`src/rtl/tc0480scp_vram_sched.sv`:
```
// tc0480scp_vram_sched
// Per-line VRAM slot sequencer for the TC0480SCP tilemap core.
// One slot code is produced per ce tick. A line starts with a 16-slot header
// (stall, row select/zoom, row scroll), followed by 16-slot tile groups.
// A single CPU requester is slotted into slots 16 and 24 of each group.
//
// Parameters:
//   GROUPS     tile groups fetched per line before going idle (1..63)
//   HDR_STALL  stall slots at the start of the header (0..4)
//
// Ports:
//   clk, reset   clock, synchronous active-high reset
//   ce           pixel clock enable; state advances only when ce=1
//   line_end     1-tick pulse at end of active line
//   cpu_req      pulse: CPU RAM access requested
//   slot         current slot code (0-15 header, 16-31 tile group)
//   slot_valid   slot is a real access (0 while idle or in stall)
//   group        current tile group index
//   cpu_grant    current slot carries the CPU access
//   cpu_ack      1-tick pulse on the ce tick after cpu_grant
//   line_strobe  1-tick pulse on the tick after header slot 15
//   tile_load    1-tick pulse on the ticks after slots 21 and 29
//   busy         CPU request pending, not yet acked
//   fsm_state    sequencer state (0 idle, 1 header, 2 tile)
//
// Build option: define TC0480SCP_SCHED_CPU_IDLE_EN to also grant the CPU in
// header stall slots 0-3 and on every idle tick.
//
// Handshake: cpu_req is a one-clock pulse; the request is held pending until
// a grant slot comes up, and cpu_ack marks completion. A request that lands
// while one is pending, or on the same clock as cpu_ack, is dropped.
module tc0480scp_vram_sched #(
    parameter int GROUPS    = 40,
    parameter int HDR_STALL = 4
) (
    input  logic       clk,
    input  logic       reset,
    input  logic       ce,
    input  logic       line_end,
    input  logic       cpu_req,
    output logic [4:0] slot,
    output logic       slot_valid,
    output logic [5:0] group,
    output logic       cpu_grant,
    output logic       cpu_ack,
    output logic       line_strobe,
    output logic       tile_load,
    output logic       busy,
    output logic [1:0] fsm_state
);
    typedef enum logic [1:0] {
        IDLE = 2'd0,
        HDR  = 2'd1,
        TILE = 2'd2
    } state_t;

    localparam logic [4:0] FIRST_SLOT = 5'(4 - HDR_STALL);
    localparam logic [5:0] LAST_GROUP = 6'(GROUPS - 1);
`ifdef TC0480SCP_SCHED_CPU_IDLE_EN
    localparam logic IDLE_GRANT = 1'b1;
`else
    localparam logic IDLE_GRANT = 1'b0;
`endif

    state_t     state;
    logic       pending;
    logic       ack_r;     // registered ack, presented for the slot after the grant
    logic       ls_r;
    logic       tl_r;
    logic       le_pend;   // line_end seen on a non-ce clock, applied at the next tick
    logic       le;
    logic       want_grant;
    logic [4:0] next_slot;

    // A request arriving on the clock of the tick still qualifies; a grant in
    // flight or an ack being delivered blocks a second grant for the same request.
    assign want_grant = (pending | cpu_req) & ~ack_r & ~cpu_grant;
    assign le         = line_end | le_pend;
    assign next_slot  = slot + 5'd1;

    assign cpu_ack     = ack_r & ce;
    assign line_strobe = ls_r & ce;
    assign tile_load   = tl_r & ce;
    assign busy        = pending | (cpu_req & ~cpu_ack & ~reset);
    assign fsm_state   = state;

    always_ff @(posedge clk) begin
        if (reset) begin
            state      <= IDLE;
            slot       <= 5'd0;
            slot_valid <= 1'b0;
            group      <= 6'd0;
            cpu_grant  <= 1'b0;
            pending    <= 1'b0;
            ack_r      <= 1'b0;
            ls_r       <= 1'b0;
            tl_r       <= 1'b0;
            le_pend    <= 1'b0;
        end else begin
            if (ce && ack_r)
                pending <= 1'b0;
            else if (cpu_req)
                pending <= 1'b1;

            if (ce) begin
                le_pend   <= 1'b0;
                ack_r     <= cpu_grant;   // a granted slot always completes, even across line_end
                cpu_grant <= 1'b0;
                ls_r      <= 1'b0;
                tl_r      <= 1'b0;
                if (le) begin
                    state      <= HDR;
                    slot       <= FIRST_SLOT;
                    slot_valid <= (FIRST_SLOT >= 5'd4);
                    group      <= 6'd0;
                    cpu_grant  <= IDLE_GRANT && (FIRST_SLOT < 5'd4) && want_grant;
                end else begin
                    case (state)
                        IDLE: begin
                            slot       <= 5'd0;
                            slot_valid <= 1'b0;
                            if (IDLE_GRANT && want_grant) begin
                                slot      <= 5'd16;
                                cpu_grant <= 1'b1;
                            end
                        end
                        HDR: begin
                            if (slot == 5'd15) begin
                                state      <= TILE;
                                slot       <= 5'd16;
                                slot_valid <= 1'b1;
                                group      <= 6'd0;
                                ls_r       <= 1'b1;
                                cpu_grant  <= want_grant;
                            end else begin
                                slot       <= next_slot;
                                slot_valid <= (next_slot >= 5'd4);
                                cpu_grant  <= IDLE_GRANT && (next_slot < 5'd4) && want_grant;
                            end
                        end
                        TILE: begin
                            if (slot == 5'd21 || slot == 5'd29)
                                tl_r <= 1'b1;
                            if (slot == 5'd31) begin
                                if (group == LAST_GROUP) begin
                                    // group stays at its last value while idle
                                    state      <= IDLE;
                                    slot       <= 5'd0;
                                    slot_valid <= 1'b0;
                                    if (IDLE_GRANT && want_grant) begin
                                        slot      <= 5'd16;
                                        cpu_grant <= 1'b1;
                                    end
                                end else begin
                                    group     <= group + 6'd1;
                                    slot      <= 5'd16;
                                    cpu_grant <= want_grant;
                                end
                            end else begin
                                slot      <= next_slot;
                                cpu_grant <= (next_slot == 5'd24) && want_grant;
                            end
                        end
                        default: state <= IDLE;
                    endcase
                end
            end else if (line_end) begin
                le_pend <= 1'b1;
            end
        end
    end
endmodule
```
`config.mk`:
```
export PLATFORM = sky130hd
export DESIGN_NAME = tc0480scp_vram_sched
export DESIGN_NICKNAME = d
export VERILOG_FILES = /design/src/rtl/tc0480scp_vram_sched.sv
export SDC_FILE = /design/constraint.sdc
export NUM_CORES = 1
export LEC_CHECK = 0
export ABC_AREA = 0
export BUFFER_PORTS_ARGS = -buffer_cell sky130_fd_sc_hd__buf_2
export CAP_MARGIN = 20
export CORE_AREA = 2 2 63 53
export DETAILED_ROUTE_END_ITERATION = 6
export DIE_AREA = 0 0 65 55
export GPL_TIMING_DRIVEN = 0
export PLACE_DENSITY = 0.74
export SYNTH_ARGS = -nofsm -noshare
export SYNTH_HDL_FRONTEND = slang
export SYNTH_SLANG_ARGS = --single-unit
export TNS_END_PERCENT = 50
```
`constraint.sdc`:
```
create_clock -name clk -period 3.32 [get_ports clk]
set_clock_uncertainty 0.1 [all_clocks]
set_input_delay 0.664 -clock clk [delete_from_list [all_inputs] [get_ports clk]]
set_output_delay 0.664 -clock clk [all_outputs]
set_load 0.02 [all_outputs]
```
* Word level (Yosys, flattened, before mapping)
Index checks and enable logic that the tools add are counted.
Storage, ports and cells: output and inout bits 19, memory bits (writable) 0, bits in latches 0, word-level logic and storage cells 83, ROM bits 0, flip-flop bits (word level) 20, memories 0
Operators by class: mux-type cells 31, $add $sub $neg 2, order comparisons 1, reduce and logical (&&, ||, !) cells 12, div/mod/pow operators 0, shifts and indexed selects 0, bitwise operators 14, multiply operators 0, equal/unequal tests 13
Operators with widths (count):
- $mux W6 | 4
- $eq A5 B5 Y1 const B | 4
- $mux W5 | 4
- $pmux W5 S3 | 1
- $mux W1 | 14
- $ne A3 B3 Y1 const B | 4
- $pmux W6 S2 | 1
- $reduce_and A5 Y1 | 2
- $mux W2 | 4
- $and A1 B1 Y1 | 7
- $add A6 B1 Y6 const B | 1
- $eq A6 B6 Y1 const B | 1
- $pmux W2 S3 | 1
- $add A5 B1 Y5 const B | 1
- $eq A5 B4 Y1 const B | 1
- $ge A5 B3 Y1 const B | 1
- $not A1 Y1 | 4
- $reduce_and A4 Y1 | 1
- $reduce_bool A4 Y1 | 1
- $reduce_or A2 Y1 | 2
- $or A1 B1 Y1 | 3
- $pmux W1 S3 | 1
- $reduce_bool A3 Y1 | 1
- $eq A2 B1 Y1 const B | 1
- 7 further kinds | 8

* Logic depth before layout (Yosys ltp)
depth after elaboration 7, gate-level depth with buffers 8, mapped depth without buffers 8

* Worst setup path after synthesis
Ideal clock, no wire load.
path kind register -> register, from register slot[0], to register group[5], stages on the path, launching flop included 9, path slack 827 ps, setup time 121 ps, buffers on the path 0, data arrival time 2273 ps, cell sequence dfxtp_1 > ha_1 > and3_1 > ha_1 > and2b_2 > a21oi_2 > a41o_4 > nand4_1 > mux2_2
Between the ends: longest elaborated chain between the ends 3, elaborated cells between the ends (all ways) 5, those cells by class eq/ne (4); reduce/logical (1)
RTL lines:
- start, declared | RTL line 41 | output logic [4:0] slot,
- start signal, assigned | RTL line 136 | slot <= next_slot;
- start signal, assigned | RTL line 160 | slot <= next_slot;
- $eq A5 B4 Y1 / $eq A5 B5 Y1 (equally long branches) | RTL line 128, 144
- $ne A3 B3 Y1 (no source line)
- $reduce_and A5 Y1 (no source line) (*)
- end signal, assigned | RTL line 155 | group <= group + 6'd1;
- end, declared | RTL line 43 | output logic [5:0] group,
Every way passes the cells marked *; elsewhere a longest branch is shown, timed or not. A chain may end at the register's enable or synchronous reset.

* Worst setup path after layout
Ends and elaborated chain as after synthesis.

==> metrics.cfg <==
[power_and_ir_drop]
p_leak_nw=0.667
switching_share=0.210
p_seq_frac=0.451
clockPowerShare=0.442
finalPower_mw=0.542
p_sw_mw=0.114
p_per_area_mw_per_mm2=359
p_comb_frac=0.107
p_int_mw=0.428
vdd_drop_max_v=0.000220

[die]
ios=24
fp-row-count=18
dieArea_mm2=0.00358
die_w_um=65
die_h_um=55
core_mm2=0.00295
start_util=0.433

[cts]
clock_latency_ps=260
htreeDepth=1
cts_setup_buffers=0
clk_path_buf_depth=2
clockRootBuffer=clkbuf_8
cts.repair.resized=0
cts_buffers=3
cts_tree=built
cts.clk_slew.worst_paths_ps=70
postCtsHoldBufs=0
clkSinkCount=20

[timing]
setup-violations-final=0
setup_ws_ps=627
fin_crit_sh=0.811
fmax_mhz=371
final_hold_viol_count=0
worst_hold_slack_ps=360
slew_violations=0
rsz0062_at_grt=false
tightest_slew_ps=1060
min_period_ps=2690
fin_setup_tns_ps=0
slew-limit-headroom=0.284

[yosys]
yosysWarnings=0
yosysSeqAreaShare=0.314
synthesis.area_mm2=0.00128
syn-instance-count=152
synth_cell_type_count=46
avgSynthCellArea_um2=8.40
synth_top_area_share=0.314
synth_nets=166
ys_ff_latch=20
synth_top_area_cell=dfxtp_1
yosys-top-cells-area=dfxtp_1 (31%), ha_1 (8.8%), nand2_1 (4.7%)

[run_status]
outcome=complete, no violations

[worst_setup_path]
r2r-start=slot[0]
cp.arrival_ps=2740
path_common_cell=ha_1
crit_fanout=8
cp.required_ps=3370
critical_path.startpoint=slot[0]
endpoint_kind=flip-flop
cpMaxStageDelayCell=dfxtp_1
path_cells=ha_1, and3_1, ha_1, and2b_2, a21oi_2, a41o_4, nand4_1, mux2_2
worst_setup_path_start_kind=flip-flop
crit_type=reg -> reg
cpPeakStageDelay_ps=470

[flow_run]
maxCapViolations=0

[finish]
fin_util=0.511
nets=193
largest_reg_flops=6
instances_no_fill=218
final_area_mm2=0.00151
syn_to_final_growth_pct=18.1
regMostFlops=group
final_layout_size_suffix_gt1_frac=0.236
diodes=0

[place]
gp_congestion=0.868
io_buffers=22
place_area_mm2=0.00144
dp_slack_ps=697
dp_hpwl_um=2250
place_inst=214

[grt]
grt_usage=0.173
grt_pass1_wl_um=4770
grt_antenna_before_repair=0
grt_max_degree=13
globalRouteOverflowTotal=0
grt_pass1_vias=1114

[drt]
post-route-drc-count=0
first_iter_violations=14
wirelength_um=2880
wire_per_inst_um=13.2
ant_nets=0
first_pass_iters=4
vias=1189
via_per_inst=5.45

[min_path]
holdCritPathClass=reg -> reg
min-delay-start=slot_valid

## routing by layer
metal / wire [µm] / global-route usage
met1: 1320 / 0.208
met2: 1360 / 0.314
met3: 158 / 0.0445
met4: 40 / 0.0461
met5: 0 / 0
## synthesized netlist by cell type (all sizes together)
master and count:
a211o 2, a21oi 10, a22oi 1, a311oi 1, a31o 1, a31oi 2, a41o 1, and2 5
and2b 1, and3 3, and3b 1, and4 1, buf 3, bufbuf 1, clkbuf 2, dfxtp 20
ha 9, inv 9, mux2 2, mux2i 1, nand2 16, nand2b 3, nand3 4, nand4 4
nand4b 3, nor2 15, nor2b 3, nor3 4, nor4 1, o21ai 6, o21bai 1, o22ai 1
o31ai 2, o32ai 2, o41ai 1, or2 4, or3 1, or3b 1, or4 1, xnor2 1
xor2 2
## cell usage in the layout (no fill, tap or decap), types with 2 or more instances in the layout
| master | n |
|---|---|
| a211o_1 | 2 |
| o32ai_1 | 2 |
| clkbuf_1 | 2 |
| o21ai_0 | 6 |
| and3_1 | 3 |
| nor2_1 | 15 |
| dfxtp_1 | 20 |
| a31oi_1 | 2 |
| nand4_1 | 4 |
| mux2_2 | 2 |
| buf_2 | 22 |
| and2_1 | 4 |
| o31ai_1 | 2 |
| clkbuf_8 | 3 |
| a21oi_1 | 9 |
| nand2b_1 | 3 |
| nor2b_1 | 3 |
| nor3_1 | 4 |
| nand4b_1 | 3 |
| nand3_1 | 4 |
| or2_2 | 3 |
| inv_1 | 9 |
| ha_1 | 9 |
| nand2_1 | 16 |
| xor2_1 | 2 |
## worst paths after layout
| path | to | slack, ps | cells past startpoint |
|---|---|---|---|
| max | group[5] | 630 | 8 |
| min | slot_valid | 360 | 2 |
| max reg2reg | group[5] | 630 | 8 |
| min reg2reg | slot_valid | 360 | 2 |
## power by group through the flow
stage,combinational (mW),clock [mW],sequential (mW)
6_report,0.0580,0.240,0.244
5_1_grt,0.0634,0.257,0.245
3_3_place_gp,0.0557,0,0.250
2_1_floorplan,0.0415,0,0.251
4_1_cts,0.0577,0.245,0.244
3_5_place_dp,0.0573,0,0.250
## area by class of cell
type	count	area, µm²
flip-flops and latches	20	400
plain buffers	6	73.8
repair buffers	22	110
clock inverters	1	30.0
multi-input cells	117	768
inverters	9	33.8
well taps	40	50.0
fillers	279	1440
clock buffers	3	41.3
## worst max-delay path, delay by kind of cell, from the launching register on
| family | cells | cell delay, ps |
|---|---|---|
| AOI/OAI and AO/OA | 2 | 580 |
| adders and majority gates | 2 | 550 |
| DFF | 1 | 470 |
| muxes | 1 | 290 |
| and+or+nand+nor | 3 | 580 |
## logic make-up (layout without fill, tap and decap cells)
group,after synthesis,in the layout,synth area share
AO/OA/AOI/OAI,31,31,0.169
XOR/XNOR,3,3,0.0206
adder cells (fa/ha/maj),9,9,0.0882
buffers and inverters,15,41,0.0843
flip-flops,20,20,0.314
multiplexers,3,3,0.0255
AND/OR/NAND/NOR,71,71,0.299
(Power assumes the default switching activity.)
